--- src/rtl/cache_pkg.sv ---
// Shared L1 cache definitions: refill FSM states, default line geometry, address helpers.
package cache_pkg;

    typedef enum logic [1:0] {
        IDLE,
        REQ,
        FILL,
        DELIVER
    } refill_state_t;

    // Default cache geometry used by L1Cache and the refill unit.
    localparam int unsigned DEF_ADDR_WIDTH = 32;
    localparam int unsigned DEF_DATA_WIDTH = 32;
    localparam int unsigned DEF_LINE_WORDS = 4;

    localparam int unsigned LINE_BYTES  = DEF_LINE_WORDS * DEF_DATA_WIDTH / 8;
    localparam int unsigned OFFSET_BITS = $clog2(LINE_BYTES);

    // Clears the byte-offset bits of an address; generic so non-default geometries can share it.
    function automatic logic [63:0] line_base(input logic [63:0] addr, input int unsigned offset_bits);
        return addr & ~((64'd1 << offset_bits) - 64'd1);
    endfunction

endpackage

--- src/rtl/l1_refill_unit_if.sv ---
// Bundles the L1 miss request, memory burst and refill delivery channels of the refill unit.
interface l1_refill_unit_if #(
    parameter int unsigned ADDR_WIDTH = 32,
    parameter int unsigned DATA_WIDTH = 32,
    parameter int unsigned LINE_WORDS = 4
);
    localparam int unsigned LEN_WIDTH = $clog2(LINE_WORDS);

    // L1 miss request
    logic                             miss_valid;
    logic [ADDR_WIDTH-1:0]            miss_addr;
    logic                             miss_ready;
    logic                             busy;

    // Memory burst read
    logic                             mem_req;
    logic [ADDR_WIDTH-1:0]            mem_addr;
    logic [LEN_WIDTH-1:0]             mem_len;
    logic                             mem_gnt;
    logic                             mem_rvalid;
    logic [DATA_WIDTH-1:0]            mem_rdata;
    logic                             mem_err;

    // Line delivery to L1
    logic                             refill_valid;
    logic [ADDR_WIDTH-1:0]            refill_addr;
    logic [LINE_WORDS*DATA_WIDTH-1:0] refill_data;
    logic                             refill_err;
    logic                             refill_ready;

    // Environment view: L1 and main memory
    modport master (
        output miss_valid, miss_addr, mem_gnt, mem_rvalid, mem_rdata, mem_err, refill_ready,
        input  miss_ready, busy, mem_req, mem_addr, mem_len,
               refill_valid, refill_addr, refill_data, refill_err
    );

    // Refill unit view
    modport slave (
        input  miss_valid, miss_addr, mem_gnt, mem_rvalid, mem_rdata, mem_err, refill_ready,
        output miss_ready, busy, mem_req, mem_addr, mem_len,
               refill_valid, refill_addr, refill_data, refill_err
    );

endinterface

--- src/rtl/l1_refill_unit_line_buffer.sv ---
// Line assembly buffer: LINE_WORDS words with indexed write, bulk clear and a flat line output.
module refill_line_buffer #(
    parameter int unsigned DATA_WIDTH = 32,
    parameter int unsigned LINE_WORDS = 4
) (
    input  logic                             clk,
    input  logic                             rst,
    input  logic                             clr,
    input  logic                             wr_en,
    input  logic [$clog2(LINE_WORDS)-1:0]    wr_idx,
    input  logic [DATA_WIDTH-1:0]            wr_data,
    output logic [LINE_WORDS*DATA_WIDTH-1:0] line
);

    logic [DATA_WIDTH-1:0] words [LINE_WORDS];

    // Word storage: cleared on reset or at the start of a new refill, otherwise one word per beat.
    always_ff @(posedge clk or negedge rst) begin
        if (!rst) begin
            for (int unsigned i = 0; i < LINE_WORDS; i++) begin
                words[i] <= '0;
            end
        end else if (clr) begin
            for (int unsigned i = 0; i < LINE_WORDS; i++) begin
                words[i] <= '0;
            end
        end else if (wr_en) begin
            words[wr_idx] <= wr_data;
        end
    end

    // Flatten with word i at bits [i*DATA_WIDTH +: DATA_WIDTH].
    always_comb begin
        line = '0;
        for (int unsigned i = 0; i < LINE_WORDS; i++) begin
            line[i*DATA_WIDTH +: DATA_WIDTH] = words[i];
        end
    end

endmodule

--- src/rtl/l1_refill_unit.sv ---
// L1 miss handler: one outstanding miss, single burst read, line assembly and hand-back to L1.
module l1_refill_unit #(
    parameter int unsigned ADDR_WIDTH = 32,
    parameter int unsigned DATA_WIDTH = 32,
    parameter int unsigned LINE_WORDS = 4
) (
    input logic            clk,
    input logic            rst,
    l1_refill_unit_if.slave bus
);
    import cache_pkg::*;

    localparam int unsigned CNT_WIDTH   = $clog2(LINE_WORDS);
    localparam int unsigned LINE_OFFSET = $clog2(LINE_WORDS * DATA_WIDTH / 8);
    localparam logic [CNT_WIDTH-1:0] LAST_BEAT = CNT_WIDTH'(LINE_WORDS - 1);

    refill_state_t          state;
    refill_state_t          state_next;
    logic [ADDR_WIDTH-1:0]  base;
    logic [CNT_WIDTH-1:0]   cnt;
    logic                   err;
    logic                   accept;
    logic                   beat;
    logic                   grant;

    // Next-state and event decode; beats and grants outside their state are simply not decoded.
    always_comb begin
        state_next = state;
        accept     = 1'b0;
        beat       = 1'b0;
        grant      = 1'b0;
        case (state)
            IDLE: begin
                if (bus.miss_valid) begin
                    accept     = 1'b1;
                    state_next = REQ;
                end
            end
            REQ: begin
                if (bus.mem_gnt) begin
                    grant      = 1'b1;
                    state_next = FILL;
                end
            end
            FILL: begin
                if (bus.mem_rvalid) begin
                    beat = 1'b1;
                    if (cnt == LAST_BEAT) begin
                        state_next = DELIVER;
                    end
                end
            end
            DELIVER: begin
                if (bus.refill_ready) begin
                    state_next = IDLE;
                end
            end
            default: state_next = IDLE;
        endcase
    end

    // State register.
    always_ff @(posedge clk or negedge rst) begin
        if (!rst) begin
            state <= IDLE;
        end else begin
            state <= state_next;
        end
    end

    // Line base, beat counter and sticky error flag.
    always_ff @(posedge clk or negedge rst) begin
        if (!rst) begin
            base <= '0;
            cnt  <= '0;
            err  <= 1'b0;
        end else begin
            if (accept) begin
                base <= ADDR_WIDTH'(line_base(64'(bus.miss_addr), LINE_OFFSET));
                err  <= 1'b0;
            end
            if (grant) begin
                cnt <= '0;
            end else if (beat) begin
                cnt <= cnt + 1'b1;
                err <= err | bus.mem_err;
            end
        end
    end

    refill_line_buffer #(
        .DATA_WIDTH (DATA_WIDTH),
        .LINE_WORDS (LINE_WORDS)
    ) u_line_buffer (
        .clk     (clk),
        .rst     (rst),
        .clr     (accept),
        .wr_en   (beat),
        .wr_idx  (cnt),
        .wr_data (bus.mem_rdata),
        .line    (bus.refill_data)
    );

    // Handshake outputs decode straight from the state register.
    assign bus.miss_ready   = (state == IDLE);
    assign bus.busy         = (state != IDLE);
    assign bus.mem_req      = (state == REQ);
    assign bus.mem_addr     = base;
    assign bus.mem_len      = LAST_BEAT;
    assign bus.refill_valid = (state == DELIVER);
    assign bus.refill_addr  = base;
    assign bus.refill_err   = (state == DELIVER) && err;

endmodule

--- src/flat_wrapper.sv ---
// flat-port wrapper written by rule: the top's interface ports become plain ports
module l1_refill_unit_flat import cache_pkg::*;
#(
    parameter int unsigned ADDR_WIDTH = 32,
    parameter int unsigned DATA_WIDTH = 32,
    parameter int unsigned LINE_WORDS = 4
)
  (clk, rst, bus_miss_valid, bus_miss_addr, bus_mem_gnt, bus_mem_rvalid, bus_mem_rdata, bus_mem_err, bus_refill_ready, bus_miss_ready, bus_busy, bus_mem_req, bus_mem_addr, bus_mem_len, bus_refill_valid, bus_refill_addr, bus_refill_data, bus_refill_err);
  l1_refill_unit_if #(.ADDR_WIDTH(ADDR_WIDTH), .DATA_WIDTH(DATA_WIDTH), .LINE_WORDS(LINE_WORDS)) bus_i ();
  input logic clk;
  input logic rst;
  input wire logic [$bits(bus_i.miss_valid)-1:0] bus_miss_valid;
  input wire logic [$bits(bus_i.miss_addr)-1:0] bus_miss_addr;
  input wire logic [$bits(bus_i.mem_gnt)-1:0] bus_mem_gnt;
  input wire logic [$bits(bus_i.mem_rvalid)-1:0] bus_mem_rvalid;
  input wire logic [$bits(bus_i.mem_rdata)-1:0] bus_mem_rdata;
  input wire logic [$bits(bus_i.mem_err)-1:0] bus_mem_err;
  input wire logic [$bits(bus_i.refill_ready)-1:0] bus_refill_ready;
  output wire logic [$bits(bus_i.miss_ready)-1:0] bus_miss_ready;
  output wire logic [$bits(bus_i.busy)-1:0] bus_busy;
  output wire logic [$bits(bus_i.mem_req)-1:0] bus_mem_req;
  output wire logic [$bits(bus_i.mem_addr)-1:0] bus_mem_addr;
  output wire logic [$bits(bus_i.mem_len)-1:0] bus_mem_len;
  output wire logic [$bits(bus_i.refill_valid)-1:0] bus_refill_valid;
  output wire logic [$bits(bus_i.refill_addr)-1:0] bus_refill_addr;
  output wire logic [$bits(bus_i.refill_data)-1:0] bus_refill_data;
  output wire logic [$bits(bus_i.refill_err)-1:0] bus_refill_err;
  assign bus_i.miss_valid = bus_miss_valid;
  assign bus_i.miss_addr = bus_miss_addr;
  assign bus_i.mem_gnt = bus_mem_gnt;
  assign bus_i.mem_rvalid = bus_mem_rvalid;
  assign bus_i.mem_rdata = bus_mem_rdata;
  assign bus_i.mem_err = bus_mem_err;
  assign bus_i.refill_ready = bus_refill_ready;
  assign bus_miss_ready = bus_i.miss_ready;
  assign bus_busy = bus_i.busy;
  assign bus_mem_req = bus_i.mem_req;
  assign bus_mem_addr = bus_i.mem_addr;
  assign bus_mem_len = bus_i.mem_len;
  assign bus_refill_valid = bus_i.refill_valid;
  assign bus_refill_addr = bus_i.refill_addr;
  assign bus_refill_data = bus_i.refill_data;
  assign bus_refill_err = bus_i.refill_err;
  l1_refill_unit #(.ADDR_WIDTH(ADDR_WIDTH), .DATA_WIDTH(DATA_WIDTH), .LINE_WORDS(LINE_WORDS)) u_core (.clk(clk), .rst(rst), .bus(bus_i));
endmodule
--- config.mk ---
export PLATFORM = sky130hd
export DESIGN_NAME = l1_refill_unit_flat
export DESIGN_NICKNAME = d
export VERILOG_FILES = /design/src/rtl/cache_pkg.sv /design/src/rtl/l1_refill_unit_if.sv /design/src/rtl/l1_refill_unit_line_buffer.sv /design/src/rtl/l1_refill_unit.sv /design/src/flat_wrapper.sv
export SDC_FILE = /design/constraint.sdc
export NUM_CORES = 1
export LEC_CHECK = 0
export BUFFER_PORTS_ARGS = -buffer_cell sky130_fd_sc_hd__buf_2
export CAP_MARGIN = 25
export CORE_UTILIZATION = 30
export DETAILED_ROUTE_END_ITERATION = 6
export HOLD_SLACK_MARGIN = 0.15
export PLACE_DENSITY = 0.51
export SLEW_MARGIN = 10
export SYNTH_ARGS = -nofsm -noshare
export SYNTH_HDL_FRONTEND = slang
export SYNTH_SLANG_ARGS = --single-unit
--- constraint.sdc ---
create_clock -name clk -period 1.85 [get_ports clk]
set_input_delay 0.4625 -clock clk [delete_from_list [all_inputs] [get_ports clk]]
set_output_delay 0.4625 -clock clk [all_outputs]
set_load 0.05 [all_outputs]
==> results.rst, run 1 <==
.. list-table::
   :header-rows: 1

   * - Metric
     - Value
   * - Final clock period utilization by the worst path
     - 0.9710
   * - Max Buffers Root-to-Sink
     - 2
   * - Fin. max-slew vios
     - 0
   * - Count of endpoints failing hold in the final timing report
     - 0
   * - Worst Path Required
     - approximately 1400 ps
   * - Yosys warning total
     - 0
   * - WP data arrival
     - around 1300 ps
   * - Utilization of the core after routing
     - 0.4049
   * - Worst R2R End
     - u_core.state[1]
   * - Full die area
     - roughly 23000 um^2
   * - DR vias/cell
     - 4.550
   * - Leakage power figure
     - ~4.5 nW
   * - Worst Hold End
     - u_core.bus.mem_addr[28]
   * - Die height
     - about 150 um
   * - Cell area after synthesis
     - about 6800 um^2
   * - Leading cell type in the layout, fill and taps excluded
     - sky130_fd_sc_hd__nand2_1
   * - Highest-count cells in the layout ignoring fill and taps
     - sky130_fd_sc_hd__nand2_1, sky130_fd_sc_hd__buf_2, sky130_fd_sc_hd__dfrtp_1
   * - TritonCTS clock tree
     - done
   * - Largest net degree at the start of global routing
     - 63
   * - Crit path launch type
     - register
   * - Mean cell area of the mapped netlist
     - slightly below 10 um^2
   * - First-pass GRT wire length
     - 32.20 mm
   * - Count of port buffers added during placement
     - around 260
   * - HPWL reported at the end of detailed placement
     - about 14 mm
   * - Area added between synthesis and finish
     - 30.60%
   * - Maximum frequency from static timing analysis
     - about 560 MHz
   * - Residual overflow from global routing
     - 0
   * - Sequential element share of the synthesized area
     - 0.5882
   * - Sink Count
     - 161
   * - Share of final-layout standard cells stronger than drive strength 1
     - 0.3836
   * - Setup repair after global routing missed its margin
     - true
   * - Cell class contributing the biggest share of worst-path delay
     - flip-flops
   * - Worst setup EP type
     - output pin
   * - Vias post-DR
     - approximately 5600
   * - Boundary pin count
     - 270
   * - Effective utilization at floorplan
     - 0.3100
   * - Die width
     - around 150 um
   * - Avg WL per Cell
     - about 17 um
   * - Clock slew at reported path FFs
     - 70 ps
   * - Pwr dens
     - around 2200 nW/um^2
   * - Vias in the first global route
     - 5610
   * - Core Region
     - 22090 um^2
   * - Setup violation total in the final timing report
     - 0
   * - CTS Root Buffer Type
     - sky130_fd_sc_hd__clkbuf_16
   * - Number of storage elements in the synthesis netlist
     - around 160
   * - Minimum clock period after layout
     - around 1800 ps
   * - First-iteration detailed-routing DRC count
     - approximately 240
   * - Worst Hold Path Cells
     - 2
   * - All-layer global routing usage
     - 0.1794
   * - Worst reg-to-reg path cell count
     - 5
   * - Post-Route WL
     - between 20 and 25 mm
   * - Worst Hold Launch
     - bus_miss_addr[28]
   * - Number of standard cells in the final layout excluding fillers
     - 1221
   * - Result of the run
     - completed
   * - Slowest cell on crit path
     - sky130_fd_sc_hd__dfrtp_1
   * - Placer's final routability congestion estimate
     - approximately 0.74
   * - Number of remaining DRC errors
     - 0
   * - Placed cell count
     - ~1200
   * - Later-pin clock latency in the skew report
     - approximately 430 ps
   * - Hold Crit Class
     - primary input to register
   * - TritonCTS Buffers
     - 17
   * - Max Fanout on Critical Path
     - 4
   * - Layout Skew
     - approximately 9 ps
   * - Cell breakdown of the critical path
     - ha_2 > and2_4 > buf_8
   * - Type of the worst setup path
     - register to output pin
   * - Remaining number of nets flagged by the antenna check after routing
     - 0
   * - Worst setup path startpoint
     - u_core.state[0]
   * - Unique masters post-synth
     - 25
   * - Detailed-routing iteration count for the pre-antenna-repair pass
     - 4
   * - Mapped Cells
     - around 700
   * - Longest individual stage delay on the worst path
     - 410 ps
   * - Number of antenna violations at the first check in global routing
     - 0
   * - Maxcap violations
     - 0
   * - Max IR drop VDD
     - ~1.5 mV
   * - Reg2reg start
     - u_core.state[0]
   * - Register-to-register setup slack
     - approximately 150 ps
   * - Total number of placement rows
     - 54
   * - Buf/Inv on CP
     - 1
   * - Final antenna diode count
     - 0
   * - Net count, final
     - 1007
   * - H-tree depth
     - 4
## synthesized netlist by cell type, drive strengths merged
cell | n | area, um^2
nand2 | 259 | 979.7
dfrtp | 161 | 4029
a21oi | 129 | 645.6
buf | 73 | 520.5
mux2 | 29 | 330.3
clkbuf | 13 | 48.80
ha | 8 | 100.1
inv | 5 | 18.77
nand3 | 5 | 25.02
and3 | 4 | 30.03
and2 | 3 | 18.77
conb | 2 | 7.510
nor2 | 2 | 7.510
nor2b | 2 | 12.51
a2111oi | 1 | 27.53
a22o | 1 | 8.760
and2b | 1 | 8.760
nor4 | 1 | 6.260
o21ai | 1 | 5.000
o21ba | 1 | 10.01
xnor2 | 1 | 8.760
## power breakdown
group / switching [W] / internal (W)
sequential: 0.000764 / 0.00484
clock: 0.00148 / 0.00194
combinational: 0.00824 / 0.00252
total: 0.0105 / 0.00930
## layer usage
metal	part of all wire	global-route usage
met1	0.45	0.2305
met2	0.48	0.2951
met3	0.064	0.05472
met4	0.0067	0.04185
met5	0	0
## flip-flops by register name, indices dropped and copies added (netlist names)
signal                     cells
u_core.u_line_buffer.line    128
u_core.cnt                     2
u_core.state                   2
u_core.err                     1
u_core.bus.mem_addr           28
## stage by stage
stage               TNS [ps]  hold slack, ps  area [um^2]  power (W)  worst slack [ps]
floorplan                  0           166.9         6882    0.01413             24.22
CTS                   -78.22           237.8         8919    0.01998            -32.95
detailed placement         0           429.0         8315    0.01640             9.621
finish                     0           261.1         8945    0.01979             53.66
global placement           0           433.5         8315    0.01633             25.50
global route          -3.229           237.0         8945    0.02078            -3.229
## layout make-up
cell class                      instances  area, um^2
Fill cell                            2259       13150
Sequential cell                       161        4029
Multi-Input combinational cell        458        2305
Timing Repair Buffer                  285        1675
Clock buffer                           22       464.2
Tap cell                              280       350.3
Clock inverter                         10       102.6
Inverter                                5       18.77
## worst max-delay path by stage
stage	to	slack (ps)	cells past startpoint
final	bus_refill_err	50	3
after floorplan	bus_refill_err	20	2
after global routing	bus_refill_err	-3	3
after CTS	bus_busy	-30	4
after global placement	u_core.u_line_buffer.line[38]	30	6
after detailed placement	u_core.u_line_buffer.line[49]	10	6
## cell families (layout without fill, tap and decap cells)
logic type,Yosys count,count (layout),synth area share
muxes,29,29,0.04823
adders and majority gates,8,8,0.01462
xor gates and xnor gates,1,1,0.001279
buffers and inverters,91,322,0.08586
AOI/OAI and AO/OA,133,133,0.1018
DFF,161,161,0.5882
other,2,10,0.001096
and+or+nand+nor,277,277,0.1589
## repair_timing
item / 4_1_cts / 5_1_grt
pin swaps: 0 / 2
resized for setup: 7 / 8
endpoints found under the hold margin: 33 / 0
setup buffers: 0 / 1
hold buffers: 1 / 0
endpoints found under the setup margin: 6 / 5
## worst reg2reg max path, stage by stage (launching register included)
cell                        delay [ps]
sky130_fd_sc_hd__dfrtp_1           410
sky130_fd_sc_hd__inv_2              80
sky130_fd_sc_hd__ha_4              190
sky130_fd_sc_hd__and2b_2           210
sky130_fd_sc_hd__a2111oi_4         370
sky130_fd_sc_hd__mux2_4            330
(Power assumes the default switching activity.)
==> run 2, diff against run 1 <==
Settings changed: CELL_PAD_IN_SITES_DETAIL_PLACEMENT set to 1, CELL_PAD_IN_SITES_GLOBAL_PLACEMENT set to 1, PLACE_DENSITY 0.51 to 0.66.
==> run 2 against run 1 <==
Hold slack worse by 9.7 ps. Combinational power hardly changed. Critical path depth unchanged. Cell count is the same. Design area up 0.43%. Register-to-register slack better by 20 ps. First-iteration DRC count down 22%. Via count up 3.0%. Highest routed layer unchanged. Core utilization increased by 0.18 points. Wire length up 5.4%. Die area unchanged. Critical endpoint unchanged.
==> results.rst, run 2 (synthesized netlist as in run 1, its figures left out) <==
.. list-table::
   :header-rows: 1

   * - Metric
     - Value
   * - Maximum frequency from static timing analysis
     - ~550 MHz
   * - All-layer global routing usage
     - 0.1878
   * - Total number of placement rows
     - 54
   * - Fillers
     - between 2000 and 3000
   * - Crit path launch type
     - register
   * - Reg2reg start
     - u_core.state[1]
   * - Placer's final routability congestion estimate
     - roughly 0.74
   * - Area added between synthesis and finish
     - 31.17%
   * - GRT met2 Usage
     - 0.3109
   * - H-tree depth
     - 4
   * - Maxcap violations
     - 0
   * - Net count, final
     - around 1000
   * - Flip-flop count of the largest register after layout
     - ~130
   * - Number of antenna violations at the first check in global routing
     - 1
   * - Type of the worst setup path
     - register to output pin
   * - Die height
     - around 150 um
   * - Worst setup EP type
     - output pin
   * - TritonCTS clock tree
     - done
   * - WP data arrival
     - ~1400 ps
   * - Effective utilization at floorplan
     - 0.3100
   * - Most heavily used metal layer in global routing
     - met2
   * - Worst setup path startpoint
     - u_core.state[0]
   * - First-iteration detailed-routing DRC count
     - 190
   * - Max Fanout on Critical Path
     - 4
   * - Setup repair after global routing missed its margin
     - true
   * - Full die area
     - between 20000 and 25000 um^2
   * - GRT met3 Usage
     - 0.04678
   * - TritonCTS Buffers
     - 17
   * - Vias in the first global route
     - 5970
   * - Max Buffers Root-to-Sink
     - 2
   * - Share of final-layout standard cells stronger than drive strength 1
     - 0.3883
   * - Worst R2R End
     - u_core.state[1]
   * - Minimum clock period after layout
     - between 1500 and 2000 ps
   * - Post-Route WL
     - around 21 mm
   * - Setup violation total in the final timing report
     - 0
   * - Die width
     - approximately 150 um
   * - Utilization of the core after routing
     - 0.4066
   * - Layout Skew
     - approximately 12 ps
   * - Residual overflow from global routing
     - 0
   * - CTS Root Buffer Type
     - sky130_fd_sc_hd__clkbuf_16
   * - Avg WL per Cell
     - roughly 17 um
   * - Worst reg-to-reg path cell count
     - 5
   * - Largest net degree at the start of global routing
     - 73
   * - First-pass GRT wire length
     - roughly 34 mm
   * - Boundary pin count
     - 270
   * - Number of remaining DRC errors
     - 0
   * - Count of endpoints failing hold in the final timing report
     - 0
   * - Leakage power figure
     - 4.528 nW
   * - Power consumption
     - between 0.015 and 0.02 W
   * - Worst Path Required
     - 1390 ps
   * - Clock slew at reported path FFs
     - approximately 70 ps
   * - Later-pin clock latency in the skew report
     - about 440 ps
   * - Buf/Inv on CP
     - 1
   * - Max IR drop VDD
     - roughly 1.5 mV
   * - Sink Count
     - around 160
   * - Fin. max-slew vios
     - 0
   * - Cell breakdown of the critical path
     - ha_2 > and2_4 > buf_8
   * - Remaining number of nets flagged by the antenna check after routing
     - 0
   * - Highest-count cells in the layout ignoring fill and taps
     - sky130_fd_sc_hd__nand2_1, sky130_fd_sc_hd__buf_2, sky130_fd_sc_hd__dfrtp_1
   * - Routing usage on met1
     - 0.2405
   * - Logic depth of the worst path, buffers included
     - 3
   * - Count of port buffers added during placement
     - 255
   * - Hold Crit Class
     - primary input to register
   * - Slowest cell on crit path
     - sky130_fd_sc_hd__dfrtp_2
   * - Total negative slack
     - 0 ps
   * - Capturing instance or port of the critical path
     - bus_refill_err
   * - Longest individual stage delay on the worst path
     - between 400 and 500 ps
   * - HPWL reported at the end of detailed placement
     - approximately 15 mm
   * - Pwr dens
     - about 2200 nW/um^2
   * - Vias post-DR
     - ~5700
   * - Result of the run
     - completed
   * - Detailed-routing iteration count for the pre-antenna-repair pass
     - 4
   * - Core Region
     - about 22000 um^2
   * - Final clock period utilization by the worst path
     - 0.9795
   * - Cell class contributing the biggest share of worst-path delay
     - flip-flops
   * - Leading cell type in the layout, fill and taps excluded
     - sky130_fd_sc_hd__nand2_1
   * - Register-to-register setup slack
     - around 170 ps
   * - DR vias/cell
     - approximately 4.7
==> run 2: cell count changes in the layout (fill, tap and decap cells not counted), moves of 2 or more <==
cell | before | now
sky130_fd_sc_hd__buf_12 | 11 | 14
sky130_fd_sc_hd__buf_4 | 19 | 14
sky130_fd_sc_hd__clkbuf_1 | 3 | 1
sky130_fd_sc_hd__inv_6 | 2 | 5
==> run 2: power breakdown <==
part,switching (W),internal [W],total [W]
logic,0.00830,0.00257,0.0109
clock network,0.00156,0.00191,0.00347
registers,0.000793,0.00484,0.00563
total,0.0107,0.00931,0.0200
==> run 2: worst min-delay path by stage <==
stage | start | to | slack [ps] | cells past startpoint
final | bus_miss_addr[27] | u_core.bus.mem_addr[27] | 250 | 2
after detailed placement | rst | u_core.bus.mem_addr[18] | 410 | 1
after global placement | rst | u_core.bus.mem_addr[18] | 400 | 1
after floorplan | rst | u_core.bus.mem_addr[10] | 170 | 0
after CTS | bus_miss_addr[27] | u_core.bus.mem_addr[27] | 240 | 2
after global routing | bus_miss_addr[23] | u_core.bus.mem_addr[23] | 230 | 2
==> run 2: cell type report <==
| class | count | area [um^2] | share of cell area |
|---|---|---|---|
| well taps | 280 | 350.3 | 0.03900 |
| clock inverters | 13 | 125.1 | 0.01393 |
| inverters | 5 | 18.77 | 0.002089 |
| diodes | 1 | 2.502 | 0.0002786 |
| repair buffers | 284 | 1707 | 0.1900 |
| clock buffers | 19 | 442.9 | 0.04930 |
| flip-flops and latches | 161 | 4030 | 0.4486 |
| multi-input cells | 458 | 2307 | 0.2568 |
==> run 2: what timing repair did <==
action                                  CTS  global route
buffers inserted                          1             0
endpoints found under the setup margin    4           132
hold buffers                              1             0
endpoints found under the hold margin    30             0
pin swaps                                 1             1
gates cloned                              0             0
gates resized for setup                  13             5
==> run 2: layer usage <==
metal,routed length (um),vias to the layer above
li1,-,2666
met1,9698,2847
met2,10100,190
met3,1212,20
met4,339,0
met5,0,-
==> run 2: through the flow <==
stage               hold slack, ps  setup slack [ps]  instances  cell area (um^2)
global placement             403.3             96.41       1186              8346
global route                 233.1            -14.89       1220              8981
floorplan                    166.9             24.22        710              6882
CTS                          235.6            -6.059       1220              8971
finish                       251.4             37.88       1221              8984
detailed placement           407.1             50.21       1186              8346
